## config.mk

```make
export PLATFORM = sky130hd
export DESIGN_NAME = frame_draw_scheduler
export DESIGN_NICKNAME = d
export VERILOG_FILES = /design/src/rtl/draw_pkg.sv /design/src/rtl/draw_watchdog.sv /design/src/rtl/frame_draw_scheduler.sv
export SDC_FILE = /design/constraint.sdc
export NUM_CORES = 1
export LEC_CHECK = 0
export BUFFER_PORTS_ARGS = -buffer_cell sky130_fd_sc_hd__buf_2
export CAP_MARGIN = 20
export CORE_ASPECT_RATIO = 2
export CORE_MARGIN = 5
export CORE_UTILIZATION = 25
export CTS_BUF_LIST = sky130_fd_sc_hd__clkbuf_4
export DETAILED_ROUTE_END_ITERATION = 6
export PLACE_DENSITY_LB_ADDON = 0.15
export SLEW_MARGIN = 15
export SYNTH_ARGS = -nofsm -noshare
export SYNTH_HDL_FRONTEND = slang
export SYNTH_SLANG_ARGS = --single-unit
```

## constraint.sdc

```tcl
create_clock -name clk -period 1.7 [get_ports clk]
set_input_delay 0.425 -clock clk [delete_from_list [all_inputs] [get_ports clk]]
set_output_delay 0.425 -clock clk [all_outputs]
set_load 0.02 [all_outputs]
```

## src/rtl/draw_pkg.sv

```systemverilog
// rtl/draw_pkg.sv - shared types and constants for the frame draw scheduler
package draw_pkg;

  localparam int COORD_W = 11;

  typedef enum logic [2:0] {
    IDLE,
    SNAP,
    START,
    RUN,
    NEXT,
    DONE
  } sched_state_t;

  localparam int ENG_CLEAR = 0;
  localparam int ENG_PIPE1 = 1;
  localparam int ENG_PIPE2 = 2;
  localparam int ENG_BIRD  = 3;

endpackage

```

## src/rtl/draw_watchdog.sv

```systemverilog
// rtl/draw_watchdog.sv - per-engine run-time counter with abort threshold
module draw_watchdog #(
  parameter int TIMEOUT_CYCLES = 400000
) (
  input  logic clk,
  input  logic reset,
  input  logic clear,
  input  logic enable,
  output logic timeout
);

  localparam int CNT_W = (TIMEOUT_CYCLES > 1) ? $clog2(TIMEOUT_CYCLES) : 1;
  localparam logic [CNT_W-1:0] LAST = CNT_W'(TIMEOUT_CYCLES - 1);

  logic [CNT_W-1:0] count;

  // count enabled cycles since the last clear, parking on the abort value
  always_ff @(posedge clk or negedge reset) begin
    if (!reset) begin
      count <= '0;
    end else if (clear) begin
      count <= '0;
    end else if (enable && (count != LAST)) begin
      count <= count + CNT_W'(1);
    end
  end

  assign timeout = (count == LAST);

endmodule

```

## src/rtl/frame_draw_scheduler.sv

```systemverilog
// rtl/frame_draw_scheduler.sv - sequences the clear and object draw engines for one frame
module frame_draw_scheduler #(
  parameter int N_ENG          = 4,
  parameter int COORD_W        = draw_pkg::COORD_W,
  parameter int TIMEOUT_CYCLES = 400000,
  localparam int IDX_W         = (N_ENG > 1) ? $clog2(N_ENG) : 1
) (
  input  logic                     clk,
  input  logic                     reset,
  input  logic                     frame_tick,
  input  logic                     enable,
  input  logic                     clr_status,
  output logic [N_ENG-1:0]         eng_start,
  input  logic [N_ENG-1:0]         eng_done,
  input  logic [N_ENG*COORD_W-1:0] eng_x,
  input  logic [N_ENG*COORD_W-1:0] eng_y,
  input  logic [N_ENG-1:0]         eng_color,
  input  logic [N_ENG-1:0]         eng_wr,
  output logic [COORD_W-1:0]       fb_x,
  output logic [COORD_W-1:0]       fb_y,
  output logic                     fb_color,
  output logic                     fb_write,
  output logic                     latch_coords,
  output logic                     busy,
  output logic                     frame_done,
  output logic [IDX_W-1:0]         active_eng,
  output logic                     overrun,
  output logic                     timeout_err
);

  import draw_pkg::*;

  sched_state_t     state;
  sched_state_t     state_nxt;
  logic             tick_q;
  logic             req;
  logic             pending;
  logic [IDX_W-1:0] idx;
  logic             done_hit;
  logic             last_eng;
  logic             wd_clear;
  logic             wd_en;
  logic             wd_timeout;
  logic             overrun_set;
  logic             timeout_set;

  assign req      = frame_tick & ~tick_q & enable;
  assign done_hit = eng_done[idx];
  assign last_eng = (idx == IDX_W'(N_ENG - 1));

  // a request arriving while a frame is in flight may queue exactly one more frame
  assign overrun_set = req && (state != IDLE) && (state != DONE) && pending;
  assign timeout_set = (state == RUN) && !done_hit && wd_timeout;

  draw_watchdog #(
    .TIMEOUT_CYCLES(TIMEOUT_CYCLES)
  ) u_watchdog (
    .clk    (clk),
    .reset  (reset),
    .clear  (wd_clear),
    .enable (wd_en),
    .timeout(wd_timeout)
  );

  // remember the previous game-clock level for rising-edge detection
  always_ff @(posedge clk or negedge reset) begin
    if (!reset) begin
      tick_q <= 1'b0;
    end else begin
      tick_q <= frame_tick;
    end
  end

  // scheduler state register
  always_ff @(posedge clk or negedge reset) begin
    if (!reset) begin
      state <= IDLE;
    end else begin
      state <= state_nxt;
    end
  end

  // next-state selection
  always_comb begin
    state_nxt = state;
    unique case (state)
      IDLE:    if (req) state_nxt = SNAP;
      SNAP:    state_nxt = START;
      START:   state_nxt = RUN;
      RUN:     if (done_hit || wd_timeout) state_nxt = NEXT;
      NEXT:    state_nxt = last_eng ? DONE : START;
      DONE:    state_nxt = (pending || req) ? SNAP : IDLE;
      default: state_nxt = IDLE;
    endcase
  end

  // per-state pulses towards engines, the top level and the watchdog
  always_comb begin
    latch_coords = (state == SNAP);
    frame_done   = (state == DONE);
    wd_clear     = (state == START);
    wd_en        = (state == RUN);
    eng_start    = '0;
    if (state == START) begin
      eng_start = N_ENG'(1) << idx;
    end
  end

  // engine index and frame busy flag
  always_ff @(posedge clk or negedge reset) begin
    if (!reset) begin
      idx  <= '0;
      busy <= 1'b0;
    end else begin
      case (state)
        SNAP: begin
          idx  <= IDX_W'(ENG_CLEAR);
          busy <= 1'b1;
        end
        NEXT: if (!last_eng) idx <= idx + IDX_W'(1);
        DONE: busy <= 1'b0;
        default: ;
      endcase
    end
  end

  // one-deep request queue; a request in DONE is folded into the restart
  always_ff @(posedge clk or negedge reset) begin
    if (!reset) begin
      pending <= 1'b0;
    end else if (state == IDLE) begin
      pending <= 1'b0;
    end else if (state == DONE) begin
      pending <= pending & req;
    end else if (req) begin
      pending <= 1'b1;
    end
  end

  // sticky error flags; a set in the clearing cycle takes priority
  always_ff @(posedge clk or negedge reset) begin
    if (!reset) begin
      overrun     <= 1'b0;
      timeout_err <= 1'b0;
    end else begin
      overrun     <= overrun_set | (overrun & ~clr_status);
      timeout_err <= timeout_set | (timeout_err & ~clr_status);
    end
  end

  // registered pixel mux from the engine that owns the framebuffer port
  always_ff @(posedge clk or negedge reset) begin
    if (!reset) begin
      fb_x     <= '0;
      fb_y     <= '0;
      fb_color <= 1'b0;
      fb_write <= 1'b0;
    end else if (state == RUN) begin
      fb_x     <= eng_x[idx*COORD_W +: COORD_W];
      fb_y     <= eng_y[idx*COORD_W +: COORD_W];
      fb_color <= eng_color[idx];
      fb_write <= eng_wr[idx];
    end else begin
      fb_write <= 1'b0;
    end
  end

  assign active_eng = idx;

endmodule

```

Word level (Yosys, flattened, before mapping)
Cells that the tools add are included.
Widths: inputs -> output; s select.
- bits of input ports: 105
- register bits: 53
- output and inout port bits: 35
- logic and storage cells: 78
- $lt $le $gt $ge: 1
- shifts and indexed selects: 3
- reduce and logical (&&, ||, !) cells: 17
- bitwise gates (word level): 9
- equal/unequal tests: 12
- multiplexer cells: 21
- $add $sub $neg: 2
- multiply operators: 1
- operators by type and width (operator ; count):
    $shiftx 44x7->11 ; 2
    $mux 19 ; 2
    $add 19x1->19 const B ; 1
    $eq 19x19->1 const B ; 1
    $ne 19x19->1 const B ; 1
    $pmux 3 s6 ; 1
    $mux 3 ; 3
    $mux 1 ; 8
    $bmux 1 s2 ; 3
    $eq 3x2->1 const B ; 2
    $eq 3x3->1 const B ; 2
    $logic_and 1x1->1 ; 6
    $mul 2x4->6 const B ; 1
    $ne 2x2->1 const B ; 3
    $reduce_bool 2->1 ; 3
    $reduce_bool 3->1 ; 2
    $and 1x1->1 ; 5
    $mux 4 ; 1
    $pmux 2 s2 ; 1
    $reduce_and 2->1 ; 2
    $shl 1x2->4 const A ; 1
    $eq 3x1->1 const B ; 1
    $logic_not 3->1 ; 1
    $lt 2x3->1 const B ; 1
    9 further kinds ; 12

Logic depth before layout (Yosys ltp)
- depth after elaboration: 7
- depth in mapped cells: 6
- mapped depth without buffers: 5

Modules after synthesis
Synthesis repeated with hierarchy kept, for this count alone.
- cell total of the unflattened synthesis: 316
- area, all modules: 3234.4 um^2
- modules (own cells, without submodules) (module ; cells an instance ; area each (um^2) ; instances ; seq. area each (um^2)):
    frame_draw_scheduler ; 198 ; 2142.1 ; 1 ; 850.8
    draw_watchdog ; 118 ; 1092.3 ; 1 ; 475.5

Worst setup path after synthesis
Ideal clock, no wire load.
- kind: reg2out
- from: register idx[1] (netlist: active_eng[1])
- to: output port eng_start[1]
- arrival: 1.624 ns
- slack: -0.349 ns
- cell stages (with the launch flop): 6
- data required time: 1.275 ns
- cell sequence: dfrtp_1 > clkbuf_1 > buf_1 > inv_1 > ha_1 > and2_1
- word-level cells in the longest chain between the ends: 2
- RTL lines (element ; line ; text):
    start: declaration ; frame_draw_scheduler.sv:38 ; logic [IDX_W-1:0] idx;
    start signal: assignment ; frame_draw_scheduler.sv:117 ; idx <= IDX_W'(ENG_CLEAR);
    start signal: assignment ; frame_draw_scheduler.sv:120 ; NEXT: if (!last_eng) idx <= idx + IDX_W'(1);
    $shl 1x2->4 ; frame_draw_scheduler.sv:105 ; eng_start = N_ENG'(1) << idx;
    $mux 4 ; frame_draw_scheduler.sv:104 ; if (state == START) begin
    end: declaration ; frame_draw_scheduler.sv:13 ; output logic [N_ENG-1:0] eng_start,
No other way between the ends.

Worst setup path after layout
- from: register state[2]
- to: output port eng_start[3]
- word-level cells in the longest chain between the ends: 2
- RTL lines (element ; line ; text):
    start: declaration ; frame_draw_scheduler.sv:33 ; sched_state_t state;
    start signal: assignment ; frame_draw_scheduler.sv:79 ; state <= state_nxt;
    $eq 3x2->1 ; frame_draw_scheduler.sv:104 ;
    $mux 4 ; frame_draw_scheduler.sv:104 ;
No other way between the ends.

==> summary.md <==
| Metric | Value |
|---|---|
| Hold_sp | `frame_tick` |
| DR vias/cell | `4.79` |
| Die area | `15,200 um^2` |
| R2r startpoint | `u_watchdog.count[14]$_DFFE_PN0P_` |
| Pleak | `between 2 and 2.5 nW` |
| RSZ-0062 raised after global routing | `true` |
| Clock Tree Buf Depth | `2` |
| Violated checks | `setup timing` |
| Mapped Cells | `between 300 and 400` |
| Arrival time worst endpoint | `roughly 1.6 ns` |
| CTS tree | `done` |
| Final Net Count | `around 600` |
| GPL Wtd Cong | `0.764` |
| Setup TNS | `-3.24 ns` |
| WL final | `10,200 um` |
| Fillers | `1,296` |
| Wire per inst | `15.9 um` |
| Post-Syn Area | `3180 um^2` |
| Slew HR | `0.739` |
| Antenna-violating nets left | `0` |
| Final HPWL DP | `8070 um` |
| Port Buf Inserts | `139` |
| DRC viols | `0` |
| DRT iter0 DRCs | `70` |
| Clk slew on worst S/H paths | `0.16 ns` |
| Final Skew | `0.0211 ns` |
| Worst slack, placed | `-0.105 ns` |
| Largest net degree at the start of global routing | `37` |
| Worst EP required | `1.27 ns` |
| CTS root buffer | `clkbuf_4` |
| Die W | `between 80 and 90 um` |
| Avg Inst Size Synth | `10.1 um^2` |
| Synth Warn # | `0` |
| CTS buffer count | `5` |
| First-pass GRT wire length | `16,500 um` |
| FP Rows | `a little under 60` |
| Minimum clock period | `1.99 ns` |
| Status | `complete, but fails checks` |
| Initial Utilization | `0.253` |
| Final Cycle Share | `1.17` |
| Most frequent cell after synthesis | `nand2_1` |
| # IOs | `140` |
| CTS Sinks | `53` |
| Critical Path Source Type | `flop` |
| Vias in the first global route | `3,408` |
| Syn-to-layout area delta | `48.9%` |
| Max Freq | `502 MHz` |
| Clk_lat worst skew | `0.38 ns` |
| GRT Util Overall | `0.133` |
| Total gr overflow | `0` |
| Synth Flop Type | `dfrtp_1` |
| Critical path type | `reg2out` |
| Slew at the pin closest to its max-slew limit | `0.390 ns` |
| Max FO, Critical Path | `4` |
| Core outline area | `12,600 um^2` |
| Final worst slack | `-0.293 ns` |
| CP Launch Point | `state[2]$_DFFE_PN0P_` |
| Number of synthesized flops with an enable pin | `0` |
| DIE HEIGHT | `169 um` |
| Register area share after synthesis | `0.417` |
| Synth area leader | `dfrtp_1` |
| Synth async-reset ratio | `1.00` |
| Max H-tree Level | `2` |
| Hold slack | `0.159 ns` |
| Nature of the critical path endpoint | `output pin` |
| Count of cell types in the netlist | `54` |
| Drt pass-1 iters | `4` |
| Initial antenna violation count | `1` |
| Post-synth top cells | `nand2_1 (88), dfrtp_1 (53), mux4_2 (25)` |
| Final hold violations | `0` |
| Pwr Density | `1370 nW/um^2` |
| HP Class | `in2reg` |
| Via Count | `3,082` |
| Setup-failing EPs final | `19` |
| Register bit total from synthesis | `53` |
| Placed Area | `4300 um^2` |
| Top-area cell type share of the netlist area | `0.417` |
| Max_cap viols | `0` |
| Post-synthesis net count | `424` |
| Top cells by area, synth | `dfrtp_1 (42%), mux4_2 (18%), nand2_1 (10%)` |
| Final instance area | `4730 um^2` |
| Ratio of cells with drive above 1 in the final layout | `0.528` |
| Peak supply drop | `0.000534 V` |
| Slew Limit Fails | `0` |
registers in the layout, indices dropped and copies added, names as in the netlist:
name,flops
active_eng,2
busy,1
fb_color,1
fb_write,1
fb_x,11
fb_y,11
overrun,1
pending,1
state,3
tick_q,1
timeout_err,1
u_watchdog.count,19
worst max-delay path, cell delays in order (launching register included):
cell	delay [ns]
dfrtp_1	0.44
buf_6	0.14
or3b_4	0.39
nor2_4	0.10
buf_6	0.12
final cells by class:
cell class	count	area, um^2	area share
multi-input combinational	232	1920	0.406
sequential	53	1330	0.281
timing repair buffer	190	1190	0.252
tap	150	188	0.0397
clock buffer	7	52.6	0.0111
inverter	9	38.8	0.00819
clock inverter	1	3.75	0.000793
antenna	1	2.50	0.000529
where the power goes:
group | total [W] | leakage, nW | switching (W) | internal, W
Sequential | 0.00194 | 0.682 | 0.000268 | 0.00167
Clock | 0.000605 | 0.0338 | 0.000413 | 0.000192
Combinational | 0.00395 | 1.56 | 0.00216 | 0.00179
final timing paths:
| kind | end | slack (ns) | depth (start not counted) |
|---|---|---|---|
| setup / recovery | eng_start[3] | -0.29 | 4 |
| hold / removal | tick_q$_DFF_PN0_ | 0.16 | 1 |
| setup reg to reg | u_watchdog.count[0]$_DFFE_PN0P_ | -0.21 | 6 |
| hold reg to reg | fb_y[3]$_DFFE_PN0P_ | 0.48 | 2 |
| max in group asynchronous | timeout_err$_DFF_PN0_ | 0.81 | 3 |
| min in group asynchronous | fb_write$_DFF_PN0_ | 0.42 | 2 |
cells in the final DEF, fill, tap and decap left out, types with 4 or more instances in the layout:
cell type and n:
dfrtp_2 4, buf_6 11, nand4_1 5, ha_1 5, nor2_1 12, o21ai_0 8, nand2b_1 4, inv_1 8
and2_1 4, dfrtp_1 49, nand2_1 87, mux4_2 25, mux2i_1 8, clkbuf_4 7, buf_4 42, buf_2 131
timing repair:
item                                   CTS  global route
endpoints found under the hold margin    6             0
setup endpoints to repair               24            27
buffers inserted                         8            11
hold buffers                             1             0
resized for setup                       49            20
cloned                                   1             0
pin swaps                                9            10
cells by family after synthesis:
family                   count (synthesis)  synth area share
flip-flops                              53             0.417
XOR/XNOR                                 4            0.0110
AND/OR/NAND/NOR                        153             0.231
buffers and inverters                   29            0.0390
adder cells (fa/ha/maj)                  5            0.0197
AO/OA/AOI/OAI                           37            0.0799
multiplexers                            33             0.202
per-stage QoR:
step / power, W / utilization / std cells
detailed placement: 0.00561 / 0.343 / 621
global placement: 0.00557 / 0.343 / 621
CTS: 0.00645 / 0.368 / 637
floorplan: 0.00437 / - / 314
finish: 0.00649 / 0.377 / 643
global route: 0.00701 / 0.377 / 643
routing by layer:
| metal | global-route usage | part of all wire |
|---|---|---|
| met5 | 0 | 0 |
| met4 | 0.0493 | 0.025 |
| met3 | 0.0240 | 0.054 |
| met2 | 0.266 | 0.57 |
| met1 | 0.131 | 0.35 |
(Power assumes the default switching activity.)
